### src/rtl/lfsr_multimode_if.sv
// Configuration/stepping controls and state/period outputs of lfsr_multimode.
// The master side drives the controls; the slave side (the LFSR) returns the results.
interface lfsr_multimode_if #(
  parameter int WIDTH = 16,
  parameter int LEN_W = $clog2(WIDTH + 1)
);
  logic [LEN_W-1:0] cfg_len;
  logic [WIDTH-1:0] cfg_taps;
  logic             cfg_galois;
  logic [WIDTH-1:0] seed;
  logic             load;
  logic             run;
  logic             step;
  logic [WIDTH-1:0] value;
  logic             valid;
  logic             wrap;
  logic [WIDTH-1:0] period;
  logic             period_valid;

  modport master (
    output cfg_len, cfg_taps, cfg_galois, seed, load, run, step,
    input  value, valid, wrap, period, period_valid
  );

  modport slave (
    input  cfg_len, cfg_taps, cfg_galois, seed, load, run, step,
    output value, valid, wrap, period, period_valid
  );
endinterface

### src/rtl/lfsr_multimode.sv
// Runtime-configurable Fibonacci/Galois LFSR with seed load and period measurement.
// Advances on a clock enable (run level or step rising edge); all state is on clk.
module lfsr_multimode #(
  parameter int               WIDTH        = 16,
  parameter int               LEN_W        = $clog2(WIDTH + 1),
  parameter logic [WIDTH-1:0] DEFAULT_TAPS = 16'hD008
) (
  input  logic            clk,
  input  logic            rst_n,
  lfsr_multimode_if.slave bus
);

  typedef enum logic {INVALID, ACTIVE} state_t;

  localparam logic [LEN_W-1:0] LEN_MAX   = LEN_W'(WIDTH);
  localparam logic [LEN_W-1:0] LEN_MIN   = LEN_W'(2);
  localparam logic [WIDTH-1:0] ONE       = WIDTH'(1);
  localparam state_t           RST_STATE = DEFAULT_TAPS[WIDTH-1] ? ACTIVE : INVALID;

  state_t           state_q, state_d;
  logic [LEN_W-1:0] len_r;
  logic [WIDTH-1:0] taps_r;
  logic             galois_r;
  logic [WIDTH-1:0] seed_r;
  logic [WIDTH-1:0] lfsr_q;
  logic [WIDTH-1:0] cnt_q;
  logic [WIDTH-1:0] period_q;
  logic             period_valid_q;
  logic             wrap_q;
  logic             step_q;

  logic [WIDTH-1:0] mask_r, mask_new, seed_masked, lfsr_next, cnt_inc;
  logic             new_top_tap, top_bit, fb, load_ok, adv, hit;

  always_comb begin
    mask_r      = '0;
    mask_new    = '0;
    new_top_tap = 1'b0;
    top_bit     = 1'b0;
    for (int unsigned i = 0; i < WIDTH; i++) begin
      mask_r[i]   = LEN_W'(i) < len_r;
      mask_new[i] = LEN_W'(i) < bus.cfg_len;
      if (LEN_W'(i + 1) == bus.cfg_len) new_top_tap = bus.cfg_taps[i];
      if (LEN_W'(i + 1) == len_r)       top_bit     = lfsr_q[i];
    end

    // State bits at and above len_r are always zero, so taps there drop out of the parity.
    fb = ^(lfsr_q & taps_r);
    if (galois_r)
      lfsr_next = ({lfsr_q[WIDTH-2:0], top_bit}
                   ^ ({taps_r[WIDTH-2:0], 1'b0} & {WIDTH{top_bit}})) & mask_r;
    else
      lfsr_next = {lfsr_q[WIDTH-2:0], fb} & mask_r;

    seed_masked = bus.seed & mask_new;
    load_ok     = (bus.cfg_len >= LEN_MIN) && (bus.cfg_len <= LEN_MAX)
                  && new_top_tap && (seed_masked != '0);
    adv         = (state_q == ACTIVE) && (bus.run || (bus.step && !step_q));
    hit         = (lfsr_next == seed_r);
    cnt_inc     = (&cnt_q) ? cnt_q : cnt_q + ONE;

    state_d = state_q;
    if (bus.load) state_d = load_ok ? ACTIVE : INVALID;
  end

  always_ff @(posedge clk or negedge rst_n) begin
    if (!rst_n) state_q <= RST_STATE;
    else        state_q <= state_d;
  end

  always_ff @(posedge clk or negedge rst_n) begin
    if (!rst_n) begin
      len_r          <= LEN_MAX;
      taps_r         <= DEFAULT_TAPS;
      galois_r       <= 1'b0;
      seed_r         <= ONE;
      lfsr_q         <= ONE;
      cnt_q          <= '0;
      period_q       <= '0;
      period_valid_q <= 1'b0;
      wrap_q         <= 1'b0;
      step_q         <= 1'b0;
    end else begin
      step_q <= bus.step;
      wrap_q <= 1'b0;
      if (bus.load) begin
        len_r          <= bus.cfg_len;
        taps_r         <= bus.cfg_taps;
        galois_r       <= bus.cfg_galois;
        seed_r         <= seed_masked;
        lfsr_q         <= load_ok ? seed_masked : '0;
        cnt_q          <= '0;
        period_valid_q <= 1'b0;
      end else if (adv) begin
        lfsr_q <= lfsr_next;
        if (hit) begin
          wrap_q         <= 1'b1;
          period_q       <= cnt_inc;
          period_valid_q <= 1'b1;
          cnt_q          <= '0;
        end else begin
          cnt_q <= cnt_inc;
        end
      end
    end
  end

  assign bus.value        = lfsr_q;
  assign bus.valid        = (state_q == ACTIVE);
  assign bus.wrap         = wrap_q;
  assign bus.period       = period_q;
  assign bus.period_valid = period_valid_q;

endmodule

### src/flat_wrapper.sv
// flat-port wrapper written by rule: the top's interface ports become plain ports
module lfsr_multimode_flat 
#(
  parameter int               WIDTH        = 16,
  parameter int               LEN_W        = $clog2(WIDTH + 1),
  parameter logic [WIDTH-1:0] DEFAULT_TAPS = 16'hD008
)
  (clk, rst_n, bus_cfg_len, bus_cfg_taps, bus_cfg_galois, bus_seed, bus_load, bus_run, bus_step, bus_value, bus_valid, bus_wrap, bus_period, bus_period_valid);
  lfsr_multimode_if #(.WIDTH(WIDTH), .LEN_W(LEN_W)) bus_i ();
  input  logic clk;
  input  logic rst_n;
  input wire logic [$bits(bus_i.cfg_len)-1:0] bus_cfg_len;
  input wire logic [$bits(bus_i.cfg_taps)-1:0] bus_cfg_taps;
  input wire logic [$bits(bus_i.cfg_galois)-1:0] bus_cfg_galois;
  input wire logic [$bits(bus_i.seed)-1:0] bus_seed;
  input wire logic [$bits(bus_i.load)-1:0] bus_load;
  input wire logic [$bits(bus_i.run)-1:0] bus_run;
  input wire logic [$bits(bus_i.step)-1:0] bus_step;
  output wire logic [$bits(bus_i.value)-1:0] bus_value;
  output wire logic [$bits(bus_i.valid)-1:0] bus_valid;
  output wire logic [$bits(bus_i.wrap)-1:0] bus_wrap;
  output wire logic [$bits(bus_i.period)-1:0] bus_period;
  output wire logic [$bits(bus_i.period_valid)-1:0] bus_period_valid;
  assign bus_i.cfg_len = bus_cfg_len;
  assign bus_i.cfg_taps = bus_cfg_taps;
  assign bus_i.cfg_galois = bus_cfg_galois;
  assign bus_i.seed = bus_seed;
  assign bus_i.load = bus_load;
  assign bus_i.run = bus_run;
  assign bus_i.step = bus_step;
  assign bus_value = bus_i.value;
  assign bus_valid = bus_i.valid;
  assign bus_wrap = bus_i.wrap;
  assign bus_period = bus_i.period;
  assign bus_period_valid = bus_i.period_valid;
  lfsr_multimode #(.WIDTH(WIDTH), .LEN_W(LEN_W), .DEFAULT_TAPS(DEFAULT_TAPS)) u_core (.clk(clk), .rst_n(rst_n), .bus(bus_i));
endmodule
### config.mk
export PLATFORM = sky130hd
export DESIGN_NAME = lfsr_multimode_flat
export DESIGN_NICKNAME = d
export VERILOG_FILES = /design/src/rtl/lfsr_multimode_if.sv /design/src/rtl/lfsr_multimode.sv /design/src/flat_wrapper.sv
export SDC_FILE = /design/constraint.sdc
export NUM_CORES = 1
export LEC_CHECK = 0
export ABC_AREA = 1
export CORE_MARGIN = 10
export CORE_UTILIZATION = 60
export CTS_CLUSTER_DIAMETER = 80
export DETAILED_ROUTE_END_ITERATION = 7
export GPL_TIMING_DRIVEN = 0
export PLACE_DENSITY = 0.91
export RECOVER_POWER = 25
export SKIP_LAST_GASP = 1
export SLEW_MARGIN = 20
export SYNTH_ARGS = -nofsm -noshare
export SYNTH_HDL_FRONTEND = slang
export SYNTH_SLANG_ARGS = --single-unit
### constraint.sdc
create_clock -name clk -period 5.7 [get_ports clk]
set_input_delay 0.57 -clock clk [delete_from_list [all_inputs] [get_ports clk]]
set_output_delay 0.57 -clock clk [all_outputs]
set_load 0.02 [all_outputs]
==> results of run 1 <==
-- routing by layer --
metal / vias to the layer above / wire, um / track usage [%]
met5: - / 11 / 0
li1: 2841 / - / -
met2: 308 / 8250 / 41.2
met3: 71 / 1730 / 5.66
met4: 2 / 927 / 14.8
met1: 2646 / 7140 / 31.7
-- worst paths after layout --
path | end | startpoint | slack (ps) | depth (start not counted)
worst min register to register | u_core.bus.period[13]$_DFFE_PN0P_ | u_core.bus.period[13]$_DFFE_PN0P_ | 480 | 2
max in group asynchronous | u_core.seed_r[8]$_DFFE_PN0P_ | rst_n | 3630 | 1
min in group asynchronous | u_core.seed_r[11]$_DFFE_PN0P_ | rst_n | 820 | 1
worst max-delay path | u_core.bus.period[12]$_DFFE_PN0P_ | u_core.len_r[2]$_DFFE_PN0P_ | 2190 | 18
worst min-delay path | u_core.bus.period[13]$_DFFE_PN0P_ | u_core.bus.period[13]$_DFFE_PN0P_ | 480 | 2
worst max register to register | u_core.bus.period[12]$_DFFE_PN0P_ | u_core.len_r[2]$_DFFE_PN0P_ | 2190 | 18
-- cell type report --
| cell class | count | area, um^2 |
|---|---|---|
| clock buffer | 9 | 124 |
| timing repair buffer | 76 | 772 |
| tap | 129 | 161 |
| clock inverter | 7 | 92.6 |
| inverter | 115 | 434 |
| buffer | 28 | 155 |
| fill | 756 | 2380 |
| sequential | 90 | 2260 |
| multi-input combinational | 601 | 2940 |
-- tightest hold or removal path: stages, from the launching register on --
cell     delay, ps
dfrtp_1        360
nand2_1         50
nand2_1         50
-- kinds of logic after synthesis --
logic type / Yosys count / share of synthesized area, %
DFF: 90 / 39.0
and+or+nand+nor: 486 / 36.6
buffers and inverters: 143 / 10.2
AOI/OAI and AO/OA: 89 / 10.2
xor gates and xnor gates: 25 / 3.78
adders and majority gates: 1 / 0.216
-- power by group through the flow --
stage | logic, mW | registers (mW) | clock network [mW]
2_1_floorplan | 0.229 | 0.720 | 0
3_3_place_gp | 0.371 | 0.717 | 0
3_5_place_dp | 0.378 | 0.718 | 0
4_1_cts | 0.380 | 0.706 | 0.481
5_1_grt | 0.425 | 0.711 | 0.507
6_report | 0.384 | 0.707 | 0.476
-- state kept, by name, indices dropped and copies added (netlist names) --
signal                   count
u_core.bus.period           16
u_core.bus.value            16
u_core.cnt_q                16
u_core.seed_r               16
u_core.taps_r               16
u_core.len_r                 5
u_core.bus.period_valid      1
u_core.bus.valid             1
u_core.bus.wrap              1
u_core.galois_r              1
u_core.step_q                1
-- synth_stat cells (8+ instances only) --
library cell	instances
clkbuf_1	16
dfstp_2	8
dfrtp_1	82
nand4_1	24
inv_1	104
a21oi_1	8
nand3_1	63
o21ai_0	42
nand2_1	290
nor3_1	13
o221ai_1	9
xor2_1	12
nor2_1	69
xnor2_1	13
-- through the flow --
stage / cells / util [%]
after global placement: 1038 / 71.9
after detailed placement: 1039 / 72.2
after CTS: 1055 / 74.5
after floorplan: 834 / -
after global routing: 1055 / 74.5
final: 1055 / 74.5
-- layout by cell type (no fill, tap or decap), types with 4 or more instances in the layout --
cell type / count
nand2_2: 5
xnor2_1: 13
nand3b_1: 5
o21ai_0: 42
nor2_1: 69
nand3_1: 63
xor2_1: 12
o221ai_1: 9
nand2_1: 290
clkbuf_8: 9
dfrtp_1: 82
inv_2: 7
nand4_1: 24
nor3_1: 13
dfstp_2: 8
clkdlybuf4s50_1: 74
o22ai_1: 7
clkbuf_1: 17
nor2_4: 4
inv_1: 104
a21oi_1: 8
==> impl_metrics.env, run 1 <==
export IMPL_run_status="complete, but fails checks"
export IMPL_violations_in_the_final_reports="max-capacitance violations, max-slew violations"
export IMPL_p_leak_nw=3.48
export IMPL_first_drt_iteration_drcs=618
export IMPL_post_route_cell_area_um2=6950
export IMPL_synth_cell_types=49
export IMPL_post_cts_setup_buffer_count=0
export IMPL_h_tree_levels=3
export IMPL_worst_slew_pin_transition_ps=2170
export IMPL_critPathSlowestCell="clkbuf_1"
export IMPL_grt_usage_pct=25.9
export IMPL_hold_slack_ps=481
export IMPL_final_min_period_over_clock_period_pct=61.7
export IMPL_report_final_setup_viol=0
export IMPL_vias_per_cell=5.56
export IMPL_die_width_um=118
export IMPL_max_clock_freq_mhz=285
export IMPL_core_region_area_um2=9330
export IMPL_worst_path_buf_inv=4
export IMPL_synth_enable_flop_cells=0
export IMPL_slew_headroom_pct=-44.6
export IMPL_post_route_min_period_ps=3510
export IMPL_synthesis_area_um2=5800
export IMPL_synth_net_count=878
export IMPL_drive_above_1_share_pct=7.24
export IMPL_number_of_gates_resized_after_cts=0
export IMPL_num_antenna_cells=0
export IMPL_grt_antenna_before_repair=1
export IMPL_synthCells=834
export IMPL_clock_power_share_pct=30.4
export IMPL_comb_power_share_pct=24.5
export IMPL_cap_violations=1
export IMPL_clock_sinks=90
export IMPL_rsz_0062_raised_after_global_routing="no"
export IMPL_yosysTopAreaCell="dfrtp_1"
export IMPL_min_path_type="register to register"
export IMPL_largest_net_degree_at_the_start_of_global_routing=54
export IMPL_gpl_final_weighted_congestion=1.01
export IMPL_grt_pass1_wl_mm=29.6
export IMPL_nNetsFinal=965
export IMPL_worst_ep_required_time_ps=5970
export IMPL_critical_path_max_fanout=10
export IMPL_clock_tree_from_tritoncts="built"
export IMPL_power_share_switching_pct=34.5
export IMPL_design_die_area_um2=14000
export IMPL_internal_power_mw=1.03
export IMPL_dpl_cell_area_um2=6740
export IMPL_yosys_warnings=0
export IMPL_seq_power_share_pct=45.1
export IMPL_area_share_of_the_leading_cell_type_in_the_synthesized_netlist_pct=35.4
export IMPL_grt_pass1_vias=5784
export IMPL_synth_avg_cell_area_um2=6.95
export IMPL_io_pin_count=78
export IMPL_via_count=5868
export IMPL_synth_sequential_area_ratio_pct=39.0
export IMPL_critical_path_top_cell_by_count="nand2_1"
export IMPL_end_kind="register"
export IMPL_grt_ovfl_total=0
export IMPL_wire_per_inst_um=17.1
export IMPL_drc=0
export IMPL_rows=35
export IMPL_hold_viol_final=0
export IMPL_netlist_top_cells_area="dfrtp_1 35%, nand2_1 19%, inv_1 6.7%"
export IMPL_cts_root_buffer="clkbuf_8"
export IMPL_critical_path_arrival_ps=3790
export IMPL_worstSetupPathType="register to register"
export IMPL_dpl_worst_slack_ps=2020
export IMPL_cpPeakStageDelay_ps=560
export IMPL_synth_seq_cells=90
export IMPL_detailed_place_hpwl_mm=14.0
export IMPL_timing_final_max_slew_violations=38
export IMPL_postRouteWirelength_mm=18.1
export IMPL_cts_hold_fix_buffers=0
export IMPL_totalNegativeSetupSlack_ps=0
export IMPL_firstDrtPassIters=5
export IMPL_final_worst_slack_ps=2190
export IMPL_insertion_delay_ps=370
export IMPL_worstPathCellList="buf_2 -> inv_1 -> nand4_1 -> nor2_1 -> nor2_2 -> clkbuf_1 -> nand3_1 -> nand2_1 -> nand2_1 -> nand2_1 -> nand2_1 -> nor2_1 -> nand2_1 -> nor2_4 -> nand3_4 -> buf_6 -> nand2_1 -> nand2_1"
export IMPL_clock_path_buffers=2
export IMPL_finalPower_mw=1.57
export IMPL_p_per_cell_area_nw_per_um2=226
export IMPL_synth_flop_cell="dfrtp_1"
export IMPL_power_switching_mw=0.541
export IMPL_ant_nets=0
export IMPL_initial_core_util_pct=62.1
export IMPL_layout_area_overhead_vs_synth_pct=19.8
export IMPL_setup_worst_path_start_class="register"
export IMPL_path_delay_family="simple AND/OR/NAND/NOR gates"
export IMPL_die_y_um=118
export IMPL_cts_buffers_inserted=9
export IMPL_largest_voltage_drop_on_the_vdd_net_mv=0.105
export IMPL_async_reset_ff_share_pct=100
export IMPL_final_setup_skew_ps=14.8
export IMPL_port_buffer_count=75
export IMPL_worst_setup_hold_path_clk_slew_ps=100
No activity file was read; power rests on OpenSTA's default activity.
==> run 2: changes to the inputs <==
Settings changed: CORE_UTILIZATION 60 to 56, PLACE_DENSITY 0.91 to 0.86.
Clock period 5.7 ns to 3.7 ns, I/O delays scaled along.
==> run 2 against run 1 <==
The run still ends with max-capacitance violations, max-slew violations left; flip-flop and latch count unchanged; die area increased by 5.9%; first-iteration DRC count increased by 8.1%; critical endpoint unchanged.
==> impl_metrics.env, run 2 (synthesis gave the netlist of run 1 again) <==
export IMPL_worst_slew_pin_transition_ps=2300
export IMPL_via_count=5985
export IMPL_gpl_final_weighted_congestion=1.00
export IMPL_cts_root_buffer="clkbuf_8"
export IMPL_die_width_um=122
export IMPL_worst_setup_hold_path_clk_slew_ps=90
export IMPL_rows=37
export IMPL_worstSetupPathType="register to register"
export IMPL_cts_buffers_inserted=9
export IMPL_layout_area_overhead_vs_synth_pct=20.0
export IMPL_grt_ovfl_total=0
export IMPL_nNetsFinal=966
export IMPL_drive_above_1_share_pct=7.23
export IMPL_core_region_area_um2=10200
export IMPL_critical_path_arrival_ps=3760
export IMPL_max_clock_freq_mhz=288
export IMPL_timing_final_max_slew_violations=41
export IMPL_p_per_cell_area_nw_per_um2=344
export IMPL_worst_ep_required_time_ps=3980
export IMPL_grt_pass1_wl_mm=28.8
export IMPL_drc=0
export IMPL_grt_pass1_vias=5753
export IMPL_critical_path_top_cell_by_count="nand2_1"
export IMPL_p_leak_nw=3.48
export IMPL_design_die_area_um2=14800
export IMPL_worst_path_buf_inv=4
export IMPL_final_min_period_over_clock_period_pct=93.9
export IMPL_postRouteWirelength_mm=17.9
export IMPL_cap_violations=1
export IMPL_h_tree_levels=3
export IMPL_number_of_gates_resized_after_cts=0
export IMPL_clock_tree_from_tritoncts="built"
export IMPL_critPathSlowestCell="clkbuf_1"
export IMPL_firstDrtPassIters=8
export IMPL_cpPeakStageDelay_ps=560
export IMPL_die_y_um=122
export IMPL_run_status="complete, but fails checks"
export IMPL_clock_sinks=90
export IMPL_first_drt_iteration_drcs=668
export IMPL_min_path_type="input port to register"
export IMPL_grt_usage_pct=24.7
export IMPL_end_kind="register"
export IMPL_critical_path_max_fanout=10
export IMPL_path_delay_family="simple AND/OR/NAND/NOR gates"
export IMPL_slew_headroom_pct=-53.3
export IMPL_io_pin_count=78
export IMPL_worstPathCellList="buf_2 -> inv_1 -> nand4_1 -> nor2_1 -> nor2_2 -> clkbuf_1 -> nand3_1 -> nand2_1 -> nand2_1 -> nand2_1 -> nand2_1 -> nor2_1 -> nand2_1 -> nor2_4 -> nand3_4 -> buf_6 -> nand2_1 -> nand2_1"
export IMPL_largest_net_degree_at_the_start_of_global_routing=51
export IMPL_ant_nets=0
export IMPL_cts_hold_fix_buffers=1
export IMPL_largest_voltage_drop_on_the_vdd_net_mv=0.221
export IMPL_most_common_layout_cells="290 x nand2_1, 104 x inv_1, 82 x dfrtp_1"
export IMPL_rsz_0062_raised_after_global_routing="no"
export IMPL_clock_path_buffers=2
export IMPL_hold_viol_final=0
export IMPL_port_buffer_count=75
export IMPL_final_setup_skew_ps=8.81
export IMPL_violations_in_the_final_reports="max-capacitance violations, max-slew violations"
export IMPL_post_route_min_period_ps=3470
export IMPL_report_final_setup_viol=0
export IMPL_vias_per_cell=5.63
export IMPL_grt_antenna_before_repair=2
export IMPL_insertion_delay_ps=390
export IMPL_final_core_utilization_pct=68.3
export IMPL_totalNegativeSetupSlack_ps=0
export IMPL_post_cts_setup_buffer_count=0
export IMPL_wire_per_inst_um=16.9
export IMPL_detailed_place_hpwl_mm=13.8
export IMPL_setup_worst_path_start_class="register"
export IMPL_initial_core_util_pct=56.9
export IMPL_mostFrequentLayoutCell="nand2_1"
[run 2: cell types whose count changed in the layout (fill, tap and decap cells not counted)]
cell             previous run  this run
clkbuf_8                    9        10
clkdlybuf4s50_1            74        73
clkinv_2                    0         2
clkinv_4                    1         3
clkinv_8                    1         0
diode_2                     0         1
dlygate4sd3_1               0         2
inv_6                       3         0
inv_8                       1         0
[run 2: cell type report]
cell class | count | area, um^2
clock buffers | 10 | 138
well taps | 136 | 170
inverters | 115 | 434
flip-flops and latches | 90 | 2260
repair buffers | 77 | 782
fillers | 881 | 3230
diodes | 1 | 2.50
clock inverters | 6 | 66.3
multi-input cells | 601 | 2940
plain buffers | 28 | 155
[run 2: path summary, 6_finish.rpt]
kind / endpoint / from / cells after the start / slack, ps
setup reg to reg: u_core.bus.period[12]$_DFFE_PN0P_ / u_core.len_r[2]$_DFFE_PN0P_ / 18 / 230
hold reg to reg: u_core.taps_r[15]$_DFFE_PN1P_ / u_core.taps_r[15]$_DFFE_PN1P_ / 2 / 470
setup / recovery: u_core.bus.period[12]$_DFFE_PN0P_ / u_core.len_r[2]$_DFFE_PN0P_ / 18 / 230
hold / removal: u_core.len_r[2]$_DFFE_PN0P_ / bus_cfg_len[2] / 3 / 400
max in group asynchronous: u_core.cnt_q[13]$_DFFE_PN0P_ / rst_n / 2 / 1180
min in group asynchronous: u_core.taps_r[9]$_DFFE_PN0P_ / rst_n / 2 / 1200
[run 2: stage by stage]
stage                     std cells  setup WS (ps)  hold WS, ps  total power [mW]  area, um^2
final                          1064            226          398              2.39        6950
after detailed placement       1046           59.8          391              1.69        6740
after CTS                      1063            337          389              2.38        6960
after floorplan                 834            992         74.4              1.46        5800
after global routing           1063           20.7          465              2.49        6950
after global placement         1045           -987          453              1.67        6720
[run 2: worst reg2reg max path: cells and delay by family, from the launching register on]
kind / cells / cell delay (ps)
buffers and inverters: 4 / 1080
flip-flops: 1 / 330
AND/OR/NAND/NOR: 14 / 1950
[run 2: routing by layer]
metal | GRT usage [%] | share of wire (%) | vias up | routed length, um
met4 | 13.1 | 3.9 | 2 | 707
li1 | - | - | 2836 | -
met1 | 29.9 | 39 | 2796 | 7080
met2 | 40.9 | 47 | 300 | 8380
met3 | 4.90 | 9.8 | 51 | 1760
met5 | 0 | 0.067 | - | 12
[run 2: power breakdown]
group          internal [mW]  switching, mW
Clock                  0.332          0.377
Combinational          0.208          0.384
Sequential              1.04         0.0457
Total                   1.58          0.807
